$ cat src/rtl/router_reg_param.sv
// Register stage between the router input FSM and the three output FIFOs.
// Latches the header, forwards beats to dout, parks a beat while the FIFO is full, and checks packets.
module router_reg_param #(
    parameter int DATA_WIDTH = 8,
    parameter int ADDR_WIDTH = 2,
    parameter int CHECK_MODE = 0
) (
    input  logic                  clock,
    input  logic                  reset,
    input  logic                  pkt_valid,
    input  logic [DATA_WIDTH-1:0] data_in,
    input  logic                  fifo_full,
    input  logic                  detect_add,
    input  logic                  lfd_state,
    input  logic                  ld_state,
    input  logic                  laf_state,
    input  logic                  full_state,
    input  logic                  rst_int_reg,
    output logic [DATA_WIDTH-1:0] dout,
    output logic                  parity_done,
    output logic                  low_pkt_valid,
    output logic                  error,
    output logic                  len_error
);

    localparam int LW = DATA_WIDTH - ADDR_WIDTH;

    logic [DATA_WIDTH-1:0] header_reg;
    logic [DATA_WIDTH-1:0] hold_reg;
    logic [DATA_WIDTH-1:0] calc_chk;
    logic [DATA_WIDTH-1:0] pkt_chk;
    logic [LW-1:0]         beat_cnt;
    logic                  addr_ok;
    logic                  ld_beat;
    logic                  check_seen;
    logic                  parity_set;
    logic [LW-1:0]         hdr_len;

    // Flow control: pkt_valid high marks a payload beat, pkt_valid low during
    // ld_state marks the check beat; fifo_full is back-pressure that diverts
    // the current beat into hold_reg, replayed to dout in laf_state.
    assign addr_ok    = (data_in[ADDR_WIDTH-1:0] != {ADDR_WIDTH{1'b1}});
    assign ld_beat    = ld_state & pkt_valid & ~full_state;
    assign check_seen = ld_state & ~pkt_valid;
    assign parity_set = (check_seen & ~fifo_full) | (laf_state & low_pkt_valid & ~parity_done);
    assign hdr_len    = header_reg[DATA_WIDTH-1:ADDR_WIDTH];

    function automatic logic [DATA_WIDTH-1:0] chk_op(input logic [DATA_WIDTH-1:0] a,
                                                     input logic [DATA_WIDTH-1:0] b);
        logic [DATA_WIDTH-1:0] r;
        if (CHECK_MODE == 1) r = a + b;
        else                 r = a ^ b;
        return r;
    endfunction

    always_ff @(posedge clock) begin
        if (reset) begin
            header_reg <= '0;
            hold_reg   <= '0;
            dout       <= '0;
        end else begin
            if (detect_add & pkt_valid & addr_ok) header_reg <= data_in;
            if (ld_state & fifo_full) hold_reg <= data_in;
            if (lfd_state)                  dout <= header_reg;
            else if (ld_state & ~fifo_full) dout <= data_in;
            else if (laf_state)             dout <= hold_reg;
        end
    end

    // The header itself is folded into the check, then every accepted payload beat.
    always_ff @(posedge clock) begin
        if (reset) begin
            calc_chk <= '0;
            beat_cnt <= '0;
            pkt_chk  <= '0;
        end else begin
            if (detect_add) begin
                calc_chk <= '0;
                beat_cnt <= '0;
            end else if (lfd_state) begin
                calc_chk <= chk_op(calc_chk, header_reg);
            end else if (ld_beat) begin
                calc_chk <= chk_op(calc_chk, data_in);
                if (beat_cnt != {LW{1'b1}}) beat_cnt <= beat_cnt + LW'(1);
            end
            if (check_seen) pkt_chk <= data_in;
        end
    end

    always_ff @(posedge clock) begin
        if (reset) begin
            low_pkt_valid <= 1'b0;
            parity_done   <= 1'b0;
            error         <= 1'b0;
            len_error     <= 1'b0;
        end else begin
            if (rst_int_reg)     low_pkt_valid <= 1'b0;
            else if (check_seen) low_pkt_valid <= 1'b1;

            if (detect_add)      parity_done <= 1'b0;
            else if (parity_set) parity_done <= 1'b1;

            // Flags are evaluated the edge after parity_done and stay set until the next header.
            if (detect_add) begin
                error     <= 1'b0;
                len_error <= 1'b0;
            end else if (parity_done) begin
                error     <= error | (calc_chk != pkt_chk);
                len_error <= len_error | (beat_cnt != hdr_len);
            end
        end
    end

endmodule

$ cat config.mk
export PLATFORM = sky130hd
export DESIGN_NAME = router_reg_param
export DESIGN_NICKNAME = d
export VERILOG_FILES = /design/src/rtl/router_reg_param.sv
export SDC_FILE = /design/constraint.sdc
export NUM_CORES = 1
export LEC_CHECK = 0
export CAP_MARGIN = 20
export CELL_PAD_IN_SITES_DETAIL_PLACEMENT = 2
export CELL_PAD_IN_SITES_GLOBAL_PLACEMENT = 2
export CORE_MARGIN = 2
export CORE_UTILIZATION = 35
export DETAILED_ROUTE_END_ITERATION = 10
export GPL_ROUTABILITY_DRIVEN = 0
export GPL_TIMING_DRIVEN = 1
export PLACE_DENSITY = 0.89
export SLEW_MARGIN = 20
export SYNTH_ARGS = -nofsm -noshare
export SYNTH_HDL_FRONTEND = slang
export SYNTH_SLANG_ARGS = --single-unit
$ cat constraint.sdc
create_clock -name clock -period 3.4 [get_ports clock]
set_input_delay 0.34 -clock clock [delete_from_list [all_inputs] [get_ports clock]]
set_output_delay 0.34 -clock clock [all_outputs]
set_load 0.1 [all_outputs]
## Word level (Yosys, flattened, before mapping)

Cells that the tools add are included.

- Register bits after elaboration: 50
- Input port bits: 18
- Output and inout bits: 12

- $add $sub $neg: 1
- Equality and inequality tests: 4
- Multiplexer cells: 5
- Bitwise operators: 20
- Reductions and logical operators: 5

Operator list:

| cell | number |
|---|---|
| $mux W8 | 5 |
| $xor A8 B8 Y8 | 2 |
| $and A1 B1 Y1 | 10 |
| $ne A8 B8 Y1 | 1 |
| $add A6 B1 Y6 const B | 1 |
| $ne A6 B6 Y1 | 1 |
| $ne A6 B6 Y1 const B | 1 |
| $not A1 Y1 | 5 |
| $reduce_or A2 Y1 | 2 |
| $or A1 B1 Y1 | 3 |
| $reduce_and A3 Y1 | 1 |
| $reduce_bool A3 Y1 | 1 |
| $ne A2 B2 Y1 const B | 1 |
| $reduce_bool A2 Y1 | 1 |

## Logic depth before layout (Yosys ltp)

Gate-level depths: netlist (run 1).

- Depth in word-level cells: 4
- Depth in mapped cells: 6
- Mapped depth without buffers: 5

## Least setup slack after synthesis (run 1)

OpenSTA, ideal clock, no wires.

- Path kind: reg-to-reg
- Start: reg parity_done
- End: reg error
- Arrival time: 1.312 ns
- Data required time: 3.329 ns
- Path slack: 2.017 ns
- Stages on the path, launching flop included: 3
- Period minus slack after synthesis: 1.383 ns
- Cell sequence: dfxtp_1 -> o21ai_0 -> a21oi_1

RTL lines:

| element | RTL line | RTL |
|---|---|---|
| from (decl) | 20 | `output logic parity_done,` |
| from (signal assigned) | 93 | `parity_done <= 1'b0;` |
| from (signal assigned) | 100 | `if (detect_add) parity_done <= 1'b0;` |
| from (signal assigned) | 101 | `else if (parity_set) parity_done <= 1'b1;` |
| to (signal assigned) | 108 | `error <= error \| (calc_chk != pkt_chk);` |
| to (decl) | 22 | `output logic error,` |

## Worst setup path in the final report (run 1)

- Start: reg parity_done
- End: out parity_done

No word-level cell between the ends.

==> key figures, run 1 <==
Drt
  • Drc violations: 0
  • 1st-pass router iterations: 4
  • Iteration-0 DRC Markers: 75
  • Total wire length: 6.673 mm
  • Via/cell ratio: 5.319
  • Routed vias: 1,920
  • ANT nets after route: 0
  • WL per Instance: 18.48 µm

Critical path
  • Reg2reg setup slack: 1.84 ns
  • R2R Path Start: beat_cnt[0]$_SDFFE_PP0P_
  • CP bufs+invs: 1
  • Critical path fanouts, max: 4
  • Setup CP Type: reg -> out
  • CP required: 3.06 ns
  • Delay-heaviest family, CP: buffers and inverters
  • Crit start category: flip-flop
  • CP Capture Type: primary output
  • Crit-path cells: clkdlybuf4s50_1
  • R2R Path End: beat_cnt[1]$_SDFFE_PP0P_
  • R2R depth: 5
  • Crit-path max cell delay: 1.17 ns
  • Crit path depth: 1
  • Slowest cell on crit path: clkdlybuf4s50_1
  • CP arrival: 1.91 ns

Timing
  • Fin Hold WS: 0.4557 ns
  • Actual slew at the worst max-slew pin: 0.9816 ns
  • Final setup fails: 0
  • F_max: 0.4438 GHz
  • Fin. max-slew vios: 0
  • Post-Route Setup TNS: 0 ns
  • Slew headroom: 0.3436
  • Unrepaired setup endpoints after global routing: false
  • Min Tclk post-route: 2.253 ns
  • Fin crit share: 0.6627
  • Clock skew: 0.005947 ns
  • Hold Vio Cnt, Final: 0

Clock tree
  • Post-CTS setup buffers: 0
  • Clk_lat worst skew: 0.31 ns
  • Reg clk slew, reported paths: 0.09 ns
  • H-tree levels: 2
  • Post-CTS resize count: 0
  • Bufs on Longest Clock Path: 2
  • Inserted Clock Buffers: 5
  • CTS tree: built
  • Root Driver: clkbuf_8
  • # clock sinks: 50
  • Hold_buf cts: 0

Place
  • Port Buffers: 29
  • Post-DP HPWL: 4.694 mm

Power
  • Peak VDD IR: 0.2173 mV
  • Clock power frac: 0.306
  • Leakage Power: 0.9835 nW
  • Switching Share: 0.2918
  • Pwr Density: 444.2 nW/µm²
  • Flop pwr share: 0.525
  • Comb power frac: 0.169
  • Cell internal pwr: 0.8407 mW
  • P_sw: 0.3464 mW

Die
  • Die area: 7141 µm²
  • I/O pin count: 30
  • Chip Width: 84.51 µm
  • Initial core utilization: 0.3593
  • Site row count: 29
  • Die H: 84.51 µm
  • Core ar.: 6314 µm²

Cells and area
  • Fillers: 714
  • N_diodes: 0
  • Share of post-route cells with drive strength above 1: 0.05986
  • # nets final: 302
  • Core Util, Final: 0.4233
  • Area growth, synth to finish: 17.82%

Yosys
  • Flops & latches, synth: 50
  • Warnings from Yosys: 0
  • Cell with the most instances after synthesis: dfxtp_1
  • Syn nets: 281
  • Async SR Flop Fraction: 0
  • Primary FF master, synth: dfxtp_1
  • Area contributors post-synth: dfxtp_1 (44%), nor2_1 (6.9%), nand2_1 (6.0%), xor2_1 (5.4%), xnor2_1 (4.6%)
  • Yosys top cell by area: dfxtp_1
  • Distinct cells, synth: 33
  • Share of the synthesized area in the top cell type: 0.4413
  • Synthesized area: 2268 µm²
  • Avg Cell Area, Syn: 8.658 µm²
  • Number of synthesized flops with an enable pin: 0
  • Mapped Cells: 262
  • Post-synthesis sequential area ratio: 0.4413
  • Commonest cells post-synth: dfxtp_1 (50), nor2_1 (42), nand2_1 (36)

Hold path
  • Worst Hold Class: reg -> reg
  • Hold Startpoint: error$_SDFFE_PP0P_
  • Hold Crit Endpoint: error$_SDFFE_PP0P_
  • Worst Hold Depth: 2

Global routing
  • First-pass GRT wire length: 11.27 mm
  • Number of global-route vias before repair: 2,074
  • Gr usage total: 0.1993
  • Pin count of the biggest net entering global routing: 35
  • Initial antenna violation count: 0
  • Total grt overflow: 0

Run status
  • Outcome: completed

Flow run
  • Count of max-cap constraint violations: 0
power groups by stage:
stage | combinational [mW] | clock, mW | sequential, mW
3_3_place_gp | 0.192 | 0 | 0.636
3_5_place_dp | 0.199 | 0 | 0.637
6_report | 0.201 | 0.363 | 0.623
5_1_grt | 0.216 | 0.398 | 0.626
2_1_floorplan | 0.0891 | 0 | 0.681
4_1_cts | 0.202 | 0.371 | 0.623
layout by cell type, fill, tap and decap left out, types with 2 or more instances in the layout:
| master | n |
|---|---|
| o211ai_1 | 2 |
| a21boi_1 | 8 |
| xnor2_1 | 12 |
| nand2_1 | 36 |
| nand4_1 | 3 |
| a21oi_1 | 17 |
| clkdlybuf4s50_1 | 29 |
| a211oi_1 | 2 |
| dfxtp_1 | 50 |
| xor2_1 | 14 |
| inv_1 | 9 |
| nand3_1 | 10 |
| mux2i_1 | 9 |
| nor3_1 | 2 |
| clkbuf_8 | 6 |
| nand2b_1 | 2 |
| a311o_1 | 8 |
| nor2_1 | 42 |
| a211oi_2 | 8 |
worst max-delay path by stage:
stage / from / end / slack (ns)
after CTS: parity_done$_SDFFE_PP0P_ / parity_done / 1.12
after detailed placement: fifo_full / dout[5]$_SDFFE_PP0P_ / 0.94
after global placement: fifo_full / dout[0]$_SDFFE_PP0P_ / 1.09
final: parity_done$_SDFFE_PP0P_ / parity_done / 1.15
after global routing: parity_done$_SDFFE_PP0P_ / parity_done / 1.08
after floorplan: parity_done$_SDFFE_PP0P_ / error$_SDFFE_PP0P_ / 2.02
cells by family (layout without fill, tap and decap cells):
family / after synthesis / count (layout) / synth area share
AOI/OAI and AO/OA: 49 / 49 / 0.1688
and+or+nand+nor: 102 / 102 / 0.1936
adders and majority gates: 1 / 1 / 0.005515
DFF: 50 / 50 / 0.4413
xor gates and xnor gates: 26 / 26 / 0.1004
buffers and inverters: 25 / 47 / 0.05074
muxes: 9 / 9 / 0.03971
tightest hold or removal path, stage by stage, from the launching register on:
cell,delay [ns]
dfxtp_1,0.32
inv_1,0.05
a21oi_1,0.05
cell type report:
class / count / area, µm² / share of cell area
Multi-Input combinational cell: 187 / 1152 / 0.4312
Timing Repair Buffer: 30 / 297.8 / 0.1114
Inverter: 9 / 33.78 / 0.01264
Clock inverter: 1 / 5.005 / 0.001873
Tap cell: 77 / 96.34 / 0.03605
Clock buffer: 7 / 86.33 / 0.03230
Sequential cell: 50 / 1001 / 0.3745
through the flow:
stage / cell area (µm²) / instances / setup slack [ns] / power (mW)
after detailed placement: 2581 / 353 / 0.9351 / 0.8355
after global routing: 2673 / 361 / 1.080 / 1.240
after CTS: 2673 / 361 / 1.121 / 1.196
final: 2673 / 361 / 1.147 / 1.187
after floorplan: 2268 / 262 / 2.017 / 0.7706
after global placement: 2581 / 353 / 1.091 / 0.8278
routing by layer:
metal,up-vias,share of wire,GRT usage
met3,7,0.019,0.02950
met2,26,0.49,0.3321
li1,926,-,-
met4,0,0.014,0.05339
met1,961,0.48,0.2704
met5,-,0,0
Note: power is estimated with default switching activity, not from simulation.
==> run 2: changes to the inputs <==
--- a/config.mk
+++ b/config.mk
@@ -9,11 +9,11 @@
 export CELL_PAD_IN_SITES_DETAIL_PLACEMENT = 2
 export CELL_PAD_IN_SITES_GLOBAL_PLACEMENT = 2
 export CORE_MARGIN = 2
-export CORE_UTILIZATION = 35
+export CORE_UTILIZATION = 30
 export DETAILED_ROUTE_END_ITERATION = 10
 export GPL_ROUTABILITY_DRIVEN = 0
 export GPL_TIMING_DRIVEN = 1
-export PLACE_DENSITY = 0.89
+export PLACE_DENSITY = 0.81
 export SLEW_MARGIN = 20
 export SYNTH_ARGS = -nofsm -noshare
 export SYNTH_HDL_FRONTEND = slang
==> constraint.sdc (replaced) <==
create_clock -name clock -period 2 [get_ports clock]
set_input_delay 0.2 -clock clock [delete_from_list [all_inputs] [get_ports clock]]
set_output_delay 0.2 -clock clock [all_outputs]
set_load 0.1 [all_outputs]
==> run 2 against run 1 <==
Power rose by 66%. Worst hold slack lost 0.023 ns. Critical path type is now reg -> reg. Register-to-register slack got worse by 1.4 ns.
==> key figures, run 2 (synthesis results as in run 1) <==
Cells and area
  • Multi-input logic area: 1152 µm² (unchanged)
  • N_diodes: 0 (unchanged)
  • Register area: 1001 µm² (unchanged)
  • Share of post-route cells with drive strength above 1: 0.1203 (+0.06042)
  • Fillers: 847 (+19%)
  • Core Util, Final: 0.3723 (-0.05097)
  • Most frequent cells in the layout: dfxtp_1 (50), nor2_1 (42), nand2_1 (36)
  • Leading cell type in the layout, fill and taps excluded: dfxtp_1
  • Final instance area: 2715 µm² (+1.6%)
  • Area growth, synth to finish: 19.69%
  • # nets final: 310 (+2.6%)

Timing
  • Unrepaired setup endpoints after global routing: false
  • Actual slew at the worst max-slew pin: 0.6876 ns (-0.2940 ns)
  • Fin. max-slew vios: 0 (unchanged)
  • Fin Hold WS: 0.4323 ns (-0.02348 ns)
  • Final setup fails: 0 (unchanged)
  • F_max: 0.6447 GHz
  • Hold Vio Cnt, Final: 0 (unchanged)
  • Clock skew: 0.004970 ns (-0.0009762 ns)
  • Slew headroom: 0.5416 (+0.1980)
  • Fin crit share: 0.7755
  • Min Tclk post-route: 1.551 ns
  • Post-Route Setup TNS: 0 ns (unchanged)

Global routing
  • Total grt overflow: 0 (unchanged)
  • Number of global-route vias before repair: 2,162 (+4.2%)
  • Gr usage total: 0.1785 (-0.02081)
  • Initial antenna violation count: 0 (unchanged)
  • First-pass GRT wire length: 11.62 mm (+3.1%)
  • Pin count of the biggest net entering global routing: 34 (-2.9%)

Place
  • Post-DP HPWL: 5.100 mm (+8.6%)
  • Dpl cell area: 2639 µm² (+2.2%)
  • Port Buffers: 29 (unchanged)

Clock tree
  • Reg clk slew, reported paths: 0.08 ns (about the same)
  • Post-CTS setup buffers: 0 (unchanged)
  • Post-CTS resize count: 0 (unchanged)
  • H-tree levels: 2 (unchanged)
  • Hold_buf cts: 0 (unchanged)
  • CTS tree: built
  • Inserted Clock Buffers: 5 (unchanged)
  • Clk_lat worst skew: 0.31 ns (about the same)
  • # clock sinks: 50 (unchanged)
  • Root Driver: clkbuf_8
  • Bufs on Longest Clock Path: 2 (unchanged)

Critical path
  • Crit-path cells: ha_1 > nand3_1 > o21ai_1 > mux2i_1 > nor2_1
  • Crit-path max cell delay: 0.41 ns (-0.76 ns)
  • CP Capture Type: flip-flop
  • Setup CP Type: reg -> reg
  • CP required: 2.17 ns (-0.89 ns)
  • Slowest cell on crit path: dfxtp_1
  • Critical path fanouts, max: 5 (+1)
  • Crit start category: flip-flop
  • CP arrival: 1.73 ns (-0.18 ns)

Die
  • Initial core utilization: 0.3111 (-0.04821)
  • I/O pin count: 30 (unchanged)
  • Die area: 8273 µm² (+16%)
  • Core ar.: 7292 µm² (+15%)
  • Site row count: 31 (+6.9%)
  • Die H: 90.96 µm (+7.6%)
  • Chip Width: 90.96 µm (+7.6%)

Power
  • P_sw: 0.5751 mW (+66%)
  • Comb power frac: 0.177 (+0.008)
  • Flop pwr share: 0.537 (+0.012)
  • Pwr Density: 726.3 nW/µm² (+64%)
  • Leakage Power: 1.034 nW (+5.1%)
  • Clock power frac: 0.287 (-0.019)
  • Switching Share: 0.2917 (about the same)
  • Peak VDD IR: 0.2642 mV (+22%)
  • Total power: 1.972 mW (+66%)
  • Cell internal pwr: 1.397 mW (+66%)

Drt
  • WL per Instance: 17.59 µm (-4.8%)
  • 1st-pass router iterations: 4 (unchanged)
  • ANT nets after route: 0 (unchanged)
  • Iteration-0 DRC Markers: 71 (-5.3%)
  • Total wire length: 6.861 mm (+2.8%)
  • Via/cell ratio: 4.992 (-6.1%)
  • Routed vias: 1,947 (+1.4%)
  • Drc violations: 0 (unchanged)

Hold path
  • Worst Hold Class: in -> reg

Flow run
  • Count of max-cap constraint violations: 0 (unchanged)

Run status
  • Outcome: completed
## run 2: cell types whose count changed in the layout (fill, tap and decap cells not counted), sizes merged
cell / delta
clkinv: -1
clkdlybuf4s50: -12
buf: +20
## run 2: worst max-delay path, delay by kind of cell (launching register included)
family | cells | cell delay [ns]
flip-flops | 1 | 0.41
AND/OR/NAND/NOR | 2 | 0.24
AO/OA/AOI/OAI | 1 | 0.29
multiplexers | 1 | 0.25
adder cells (fa/ha/maj) | 1 | 0.23
## run 2: stage by stage
step,setup slack [ns],cells
5_1_grt,0.3324,390
6_report,0.4490,390
2_1_floorplan,0.6170,262
4_1_cts,0.4290,390
3_3_place_gp,0.3141,383
3_5_place_dp,0.2601,383
## run 2: per-layer routing
layer / track usage / part of all wire
met5: 0 / 0
met4: 0.05051 / 0.016
met3: 0.03402 / 0.019
met2: 0.3111 / 0.50
met1: 0.2239 / 0.46
## run 2: area by class of cell
class	count	share of cell area
repair buffers	38	0.1207
inverters	9	0.01244
well taps	99	0.04562
clock buffers	7	0.02811
flip-flops and latches	50	0.3687
multi-input cells	187	0.4244
## run 2: final timing paths
| path | from | end | slack [ns] | cells past startpoint |
|---|---|---|---|---|
| hold reg to reg | hold_reg[3]$_SDFFE_PP0P_ | hold_reg[3]$_SDFFE_PP0P_ | 0.46 | 2 |
| setup / recovery | beat_cnt[0]$_SDFFE_PP0P_ | beat_cnt[1]$_SDFFE_PP0P_ | 0.45 | 5 |
| hold / removal | rst_int_reg | low_pkt_valid$_SDFFE_PP0P_ | 0.43 | 2 |
| setup reg to reg | beat_cnt[0]$_SDFFE_PP0P_ | beat_cnt[1]$_SDFFE_PP0P_ | 0.45 | 5 |
## run 2: power groups by stage
| stage | logic, mW | clock network [mW] | registers [mW] |
|---|---|---|---|
| 2_1_floorplan | 0.151 | 0 | 1.16 |
| 3_3_place_gp | 0.338 | 0 | 1.08 |
| 3_5_place_dp | 0.351 | 0 | 1.08 |
| 4_1_cts | 0.353 | 0.588 | 1.06 |
| 5_1_grt | 0.378 | 0.626 | 1.06 |
| 6_report | 0.348 | 0.565 | 1.06 |
